$ cat src/rtl/col_drain_arbiter_pkg.sv
// Shared types and width helpers for the systolic-array result drain path.
package systola_pkg;

  typedef enum logic [1:0] {
    IDLE  = 2'd0,
    DRAIN = 2'd1,
    FLUSH = 2'd2
  } drain_st_t;

  localparam int unsigned COLS_DEF     = 8;
  localparam int unsigned ROWS_DEF     = 8;
  localparam int unsigned OUTWIDTH_DEF = 32;

  // Index width for an n-entry selection; never narrower than one bit.
  function automatic int unsigned idx_w(input int unsigned n);
    return (n < 2) ? 1 : $clog2(n);
  endfunction

  // Width of a counter that must reach n inclusive.
  function automatic int unsigned cnt_w(input int unsigned n);
    return $clog2(n + 1);
  endfunction

endpackage

$ cat src/rtl/col_drain_arbiter_if.sv
// Registered result stream leaving the drain arbiter, tagged with source column.
interface col_drain_arbiter_if import systola_pkg::*; #(
  parameter int unsigned COLS     = COLS_DEF,
  parameter int unsigned OUTWIDTH = OUTWIDTH_DEF
) ();

  localparam int unsigned CW = idx_w(COLS);

  logic [OUTWIDTH-1:0] out_data;
  logic [CW-1:0]       out_col;
  logic                out_last;
  logic                out_valid;
  logic                out_ready;

  modport master (
    output out_data, out_col, out_last, out_valid,
    input  out_ready
  );

  modport slave (
    input  out_data, out_col, out_last, out_valid,
    output out_ready
  );

endinterface

$ cat src/rtl/col_drain_arbiter_rr_pick.sv
// Combinational round-robin picker: first requester at or after ptr, wrapping.
module rr_pick import systola_pkg::*; #(
  parameter int unsigned COLS = COLS_DEF,
  localparam int unsigned IW  = idx_w(COLS)
) (
  input  logic [COLS-1:0] req,
  input  logic [IW-1:0]   ptr,
  output logic [COLS-1:0] grant,
  output logic [IW-1:0]   idx,
  output logic            any
);

  always_comb begin
    int unsigned j;
    j     = 0;
    grant = '0;
    idx   = '0;
    any   = 1'b0;
    for (int unsigned i = 0; i < COLS; i++) begin
      j = (32'(ptr) + i) % COLS;
      if (!any && req[j]) begin
        any      = 1'b1;
        grant[j] = 1'b1;
        idx      = IW'(j);
      end
    end
  end

endmodule

$ cat src/rtl/col_drain_arbiter.sv
// Drains ROWS results from each of COLS column controllers per tile onto one
// registered valid/ready stream, choosing columns round-robin per element.
module col_drain_arbiter import systola_pkg::*; #(
  parameter int unsigned COLS     = COLS_DEF,
  parameter int unsigned ROWS     = ROWS_DEF,
  parameter int unsigned OUTWIDTH = OUTWIDTH_DEF
) (
  input  logic                clk,
  input  logic                rstn,
  input  logic                start,
  input  logic [OUTWIDTH-1:0] col_r [0:COLS-1],
  input  logic [COLS-1:0]     col_v,
  output logic [COLS-1:0]     col_read,
  col_drain_arbiter_if.master res,
  output logic                busy,
  output logic                done
);

  localparam int unsigned CW = idx_w(COLS);
  localparam int unsigned NW = cnt_w(ROWS);
  localparam int unsigned TW = cnt_w(COLS * ROWS);
  localparam logic [NW-1:0] ROWS_N = NW'(ROWS);
  localparam logic [TW-1:0] TOTAL  = TW'(COLS * ROWS);

  drain_st_t           state_q, state_d;
  logic [CW-1:0]       ptr_q, ptr_d;
  logic [NW-1:0]       cnt_q [COLS];
  logic [NW-1:0]       cnt_d [COLS];
  logic [TW-1:0]       total_q, total_d;
  logic [OUTWIDTH-1:0] data_q, data_d;
  logic [CW-1:0]       col_q, col_d;
  logic                last_q, last_d;
  logic                valid_q, valid_d;
  logic                done_q, done_d;

  logic [COLS-1:0] eligible;
  logic [COLS-1:0] grant;
  logic [CW-1:0]   win;
  logic            any;
  logic            load;
  logic            hs;

  always_comb begin
    eligible = '0;
    for (int unsigned c = 0; c < COLS; c++) begin
      eligible[c] = col_v[c] && (cnt_q[c] < ROWS_N);
    end
  end

  rr_pick #(.COLS(COLS)) u_pick (
    .req   (eligible),
    .ptr   (ptr_q),
    .grant (grant),
    .idx   (win),
    .any   (any)
  );

  assign hs   = valid_q && res.out_ready;
  assign load = (state_q == DRAIN) && any && (!valid_q || res.out_ready);

  always_comb begin
    state_d  = state_q;
    ptr_d    = ptr_q;
    cnt_d    = cnt_q;
    total_d  = total_q;
    data_d   = data_q;
    col_d    = col_q;
    last_d   = last_q;
    valid_d  = valid_q;
    done_d   = 1'b0;
    col_read = '0;
    unique case (state_q)
      // done_q still high means the previous tile has only just finished.
      IDLE: begin
        if (start && !done_q) begin
          state_d = DRAIN;
          cnt_d   = '{default: '0};
          total_d = '0;
        end
      end
      DRAIN: begin
        if (load) begin
          col_read     = grant;
          data_d       = col_r[win];
          col_d        = win;
          valid_d      = 1'b1;
          cnt_d[win]   = cnt_q[win] + NW'(1);
          total_d      = total_q + TW'(1);
          ptr_d        = (win == CW'(COLS - 1)) ? '0 : win + CW'(1);
          if (total_q + TW'(1) == TOTAL) begin
            last_d  = 1'b1;
            state_d = FLUSH;
          end
        end else if (hs) begin
          valid_d = 1'b0;
        end
      end
      FLUSH: begin
        if (hs) begin
          valid_d = 1'b0;
          last_d  = 1'b0;
          done_d  = 1'b1;
          state_d = IDLE;
        end
      end
      default: state_d = IDLE;
    endcase
  end

  always_ff @(posedge clk or negedge rstn) begin
    if (!rstn) begin
      state_q <= IDLE;
      ptr_q   <= '0;
      cnt_q   <= '{default: '0};
      total_q <= '0;
      data_q  <= '0;
      col_q   <= '0;
      last_q  <= 1'b0;
      valid_q <= 1'b0;
      done_q  <= 1'b0;
    end else begin
      state_q <= state_d;
      ptr_q   <= ptr_d;
      cnt_q   <= cnt_d;
      total_q <= total_d;
      data_q  <= data_d;
      col_q   <= col_d;
      last_q  <= last_d;
      valid_q <= valid_d;
      done_q  <= done_d;
    end
  end

  assign res.out_data  = data_q;
  assign res.out_col   = col_q;
  assign res.out_last  = last_q;
  assign res.out_valid = valid_q;
  assign busy          = (state_q != IDLE);
  assign done          = done_q;

endmodule
$ cat src/flat_wrapper.sv
// flat-port wrapper written by rule: the top's interface ports become plain ports
module col_drain_arbiter_flat import systola_pkg::*;
#(
  parameter int unsigned COLS     = COLS_DEF,
  parameter int unsigned ROWS     = ROWS_DEF,
  parameter int unsigned OUTWIDTH = OUTWIDTH_DEF
)
  (clk, rstn, start, col_r, col_v, col_read, busy, done, res_out_data, res_out_col, res_out_last, res_out_valid, res_out_ready);
  col_drain_arbiter_if #(.COLS(COLS), .OUTWIDTH(OUTWIDTH)) res_i ();
  input  logic clk;
  input  logic rstn;
  input  logic start;
  input  logic [OUTWIDTH-1:0] col_r[0:COLS-1];
  input  logic [COLS-1:0] col_v;
  output logic [COLS-1:0] col_read;
  output logic busy;
  output logic done;
  output wire logic [$bits(res_i.out_data)-1:0] res_out_data;
  output wire logic [$bits(res_i.out_col)-1:0] res_out_col;
  output wire logic [$bits(res_i.out_last)-1:0] res_out_last;
  output wire logic [$bits(res_i.out_valid)-1:0] res_out_valid;
  input wire logic [$bits(res_i.out_ready)-1:0] res_out_ready;
  assign res_out_data = res_i.out_data;
  assign res_out_col = res_i.out_col;
  assign res_out_last = res_i.out_last;
  assign res_out_valid = res_i.out_valid;
  assign res_i.out_ready = res_out_ready;
  col_drain_arbiter #(.COLS(COLS), .ROWS(ROWS), .OUTWIDTH(OUTWIDTH)) u_core (.clk(clk), .rstn(rstn), .start(start), .col_r(col_r), .col_v(col_v), .col_read(col_read), .res(res_i), .busy(busy), .done(done));
endmodule
$ cat config.mk
export PLATFORM = sky130hd
export DESIGN_NAME = col_drain_arbiter_flat
export DESIGN_NICKNAME = d
export VERILOG_FILES = /design/src/rtl/col_drain_arbiter_pkg.sv /design/src/rtl/col_drain_arbiter_if.sv /design/src/rtl/col_drain_arbiter_rr_pick.sv /design/src/rtl/col_drain_arbiter.sv /design/src/flat_wrapper.sv
export SDC_FILE = /design/constraint.sdc
export NUM_CORES = 1
export LEC_CHECK = 0
export BUFFER_PORTS_ARGS = -buffer_cell sky130_fd_sc_hd__clkbuf_2
export CORE_UTILIZATION = 49
export DETAILED_ROUTE_END_ITERATION = 10
export PLACE_DENSITY_LB_ADDON = 0.05
export RECOVER_POWER = 50
export SLEW_MARGIN = 20
export SYNTH_ARGS = -nofsm -noshare
export SYNTH_HDL_FRONTEND = slang
export SYNTH_SLANG_ARGS = --single-unit
$ cat constraint.sdc
create_clock -name clk -period 6.6 [get_ports clk]
set_input_delay 1.32 -clock clk [delete_from_list [all_inputs] [get_ports clk]]
set_output_delay 1.32 -clock clk [all_outputs]
set_load 0.05 [all_outputs]
==> summary.txt <==
Run status
  • Status: finished with violations
  • Failing checks: capacitance limit, slew limit

Logic synthesis
  • Cells after Synth: 833
  • Synth top area share: 0.282
  • EDFF count, synth: 0
  • Warnings, synthesis: 0
  • Synth area leader: dfrtp_1
  • Top cells by area, synth: dfrtp_1, mux2i_1, mux4_2
  • Most frequent cell after synthesis: nand2_1
  • Mapped cell area: 0.00727 mm²
  • Synth cell types: 58
  • Most used DFF post-synth: dfrtp_1
  • Seq/Total Area, Yosys: 0.282
  • Top cells by count, synth: nand2_1, dfrtp_1, mux2i_1, o21ai_0, nor2_1
  • FF+latch count, synth: 82
  • Synth Net Count: 1114
  • Synth Area per Inst: 8.72 µm²
  • FFs w/ async S/R, synth: 1.00

Final layout
  • Multi-input logic area: 0.00493 mm²
  • Share of cells above drive strength 1: 0.359
  • Layout fillers: 1322
  • Storage cell area: 0.00205 mm²
  • Non-Filler Instances: about 1300
  • Nets: 1402
  • P&R area growth vs syn: 27.5%

Clock network
  • Root buffer cell: clkbuf_16
  • TritonCTS clock tree: done
  • Hold buffers post-CTS: 0
  • Post-CTS Setup Inserts: 0
  • H-tree depth: 3
  • Reg clk slew, reported paths: ~0.060 ns
  • Post-CTS sizing: 0
  • Clock latency on the worst-skew pair: 0.35 ns
  • Max Root-Sink Buffers: 2
  • # clock sinks: 82
  • Num CTS Buffers: 9

Detailed routing
  • Via count: 8178
  • Vias/cell: ~6.2
  • Drt drc: 0
  • Antenna-violating nets left: 0
  • DRT iter0 DRCs: just over 700
  • DR pass1 iterations: 7
  • WL final: 28200 µm
  • WL/cell: 21.5 µm

Run
  • Max-cap check violation count: 1

Critical path
  • CP Max Fanout: 19
  • Startpoint Class: register
  • CP Cell Sequence: inv_4 > buf_4 > ha_1 > inv_2 > mux4_2 > nor4_4 > nand2_1 > o31ai_1 > mux2_2 > nor2_1 > a211oi_1 > clkbuf_2
  • CP delay by family, top: buffers and inverters
  • Crit path DAT: 4.43 ns
  • Critical path class: reg2out
  • CP max-delay cell: dfrtp_1
  • Largest stage delay, worst path: 0.64 ns
  • Critical path capture point type: output port
  • Worst path buffer plus inverter count: 4
  • Critical Path RT: 5.28 ns

STA
  • Skew final: 0.00771 ns
  • Setup TNS: 0 ns
  • Worst slew pin tran: 4.14 ns
  • # setup viols final: 0
  • Peak Freq: 174 MHz
  • Post-layout min period: 5.75 ns
  • Final period utilization: 0.871
  • RSZ-0062 raised after global routing: false
  • Slew HR: -1.76
  • Hold Fails Final Rpt: 0
  • Final slew viol count: 75

Worst hold path
  • Hold Crit Class: reg2reg

Floorplan
  • Boundary pin count: 315
  • Die footprint: about 0.015 mm²
  • Starting Density: 0.502
  • Rows: 44
  • DIE HEIGHT: ~120 µm
  • Die width: around 120 µm
  • Core Area: 0.0145 mm²

Global routing
  • GR Util All Layers: 0.367
  • Grt ovf: 0
  • Pin count of the biggest net entering global routing: 75
  • Vias in the first global route: between 7000 and 8000
  • Initial antenna violation count: 1
  • First-pass GRT wire length: 41800 µm

Pwr
  • Pwr Total: between 1 and 1.5 mW
  • Pwr dens: 143 mW/mm²
  • Lkg Pwr: 4.36 nW
  • Peak supply drop: 0.114 mV

Place
  • Dpl cells: 1294
  • RD Place Congestion: 0.997
  • I/O Buffers: between 300 and 400
  • DP HPWL: 21400 µm
==> cells in the final DEF, fill, tap and decap left out, types with 15 or more instances in the layout <==
cell,Yosys,routed
mux2_2,39,39
a31oi_1,17,16
a221o_1,17,17
a21oi_1,35,35
buf_4,3,23
nor2_1,48,48
inv_1,15,15
o21ai_0,77,76
dfrtp_1,82,82
mux4_2,20,20
a221oi_1,19,19
a22oi_1,20,20
clkbuf_1,38,26
a211oi_1,25,25
mux2i_1,79,79
clkbuf_2,0,290
nand2_1,117,117
==> sequential cells by signal (all words and copies together), names as in the netlist <==
register,cells
u_core.cnt_q,32
u_core.done,1
u_core.ptr_q,3
u_core.res.out_col,3
u_core.res.out_data,32
u_core.res.out_last,1
u_core.res.out_valid,1
u_core.state_q,2
u_core.total_q,7
==> power by group <==
part	internal, mW	switching [mW]	leakage, nW	total (mW)
clock network	0.260	0.207	0.127	0.467
registers	0.503	0	1.10	0.503
logic	0.161	0.194	3.13	0.355
total	0.924	0.401	4.36	1.32
==> cells by family after synthesis <==
kind of cell | count (synthesis) | share of synthesized area
multiplexers | 139 | 0.233
AO/OA/AOI/OAI | 283 | 0.270
flip-flops | 82 | 0.282
adder cells (fa/ha/maj) | 13 | 0.0224
buffers and inverters | 81 | 0.0456
XOR/XNOR | 4 | 0.00586
AND/OR/NAND/NOR | 231 | 0.141
==> metrics by stage <==
| step | utilization | hold WS (ns) | setup WS, ns | instance area [µm²] |
|---|---|---|---|---|
| detailed placement | 0.625 | 0.471 | 1.21 | 9040 |
| CTS | 0.642 | 0.484 | 0.854 | 9300 |
| floorplan | - | 0.440 | 0.988 | 7270 |
| finish | 0.640 | 0.478 | 0.850 | 9270 |
| global placement | 0.624 | 0.462 | 1.22 | 9040 |
| global route | 0.640 | 0.515 | 0.487 | 9270 |
==> layer usage <==
metal / wire (µm) / share of wire / vias up / track usage
li1: - / - / 3769 / -
met1: 11400 / 0.40 / 3850 / 0.469
met2: 12700 / 0.45 / 473 / 0.575
met3: 2770 / 0.098 / 86 / 0.0939
met4: 1270 / 0.045 / 0 / 0.184
met5: 0 / 0 / - / 0
==> worst reg2reg max path, stage by stage, from the launching register on <==
cell,delay (ns)
dfrtp_1,0.64
inv_4,0.03
buf_4,0.23
ha_1,0.55
inv_2,0.30
mux4_2,0.60
nor4_4,0.45
nand3_1,0.15
a21oi_1,0.45
nor2_4,0.10
inv_2,0.35
nor2_1,0.26
a221oi_1,0.40
ha_1,0.31
nand2_1,0.19
o21ai_0,0.14
a22o_1,0.20
==> final cells by class <==
class | instances | area share
Tap cell | 184 | 0.0248
Clock inverter | 3 | 0.00189
Timing Repair Buffer | 338 | 0.185
Sequential cell | 82 | 0.221
Multi-Input combinational cell | 670 | 0.532
Inverter | 20 | 0.00837
Antenna cell | 1 | 0.000270
Clock buffer | 11 | 0.0262
==> path summary, 6_finish.rpt <==
path                                                  endpoint  depth (start not counted)  slack (ns)                           startpoint
hold / removal             u_core.res.out_data[24]$_DFFE_PN0P_                          2        0.48  u_core.res.out_data[24]$_DFFE_PN0P_
setup / recovery                                   col_read[7]                         12        0.85          u_core.ptr_q[0]$_DFFE_PN0P_
setup reg to reg                  u_core.cnt_q[21]$_DFFE_PN0P_                         16        1.16          u_core.ptr_q[0]$_DFFE_PN0P_
hold reg to reg            u_core.res.out_data[24]$_DFFE_PN0P_                          2        0.48  u_core.res.out_data[24]$_DFFE_PN0P_
max in group asynchronous  u_core.res.out_data[27]$_DFFE_PN0P_                          2        1.30                                 rstn
min in group asynchronous    u_core.res.out_col[2]$_DFFE_PN0P_                          1        0.94                                 rstn
No activity file was read; power rests on OpenSTA's default activity.
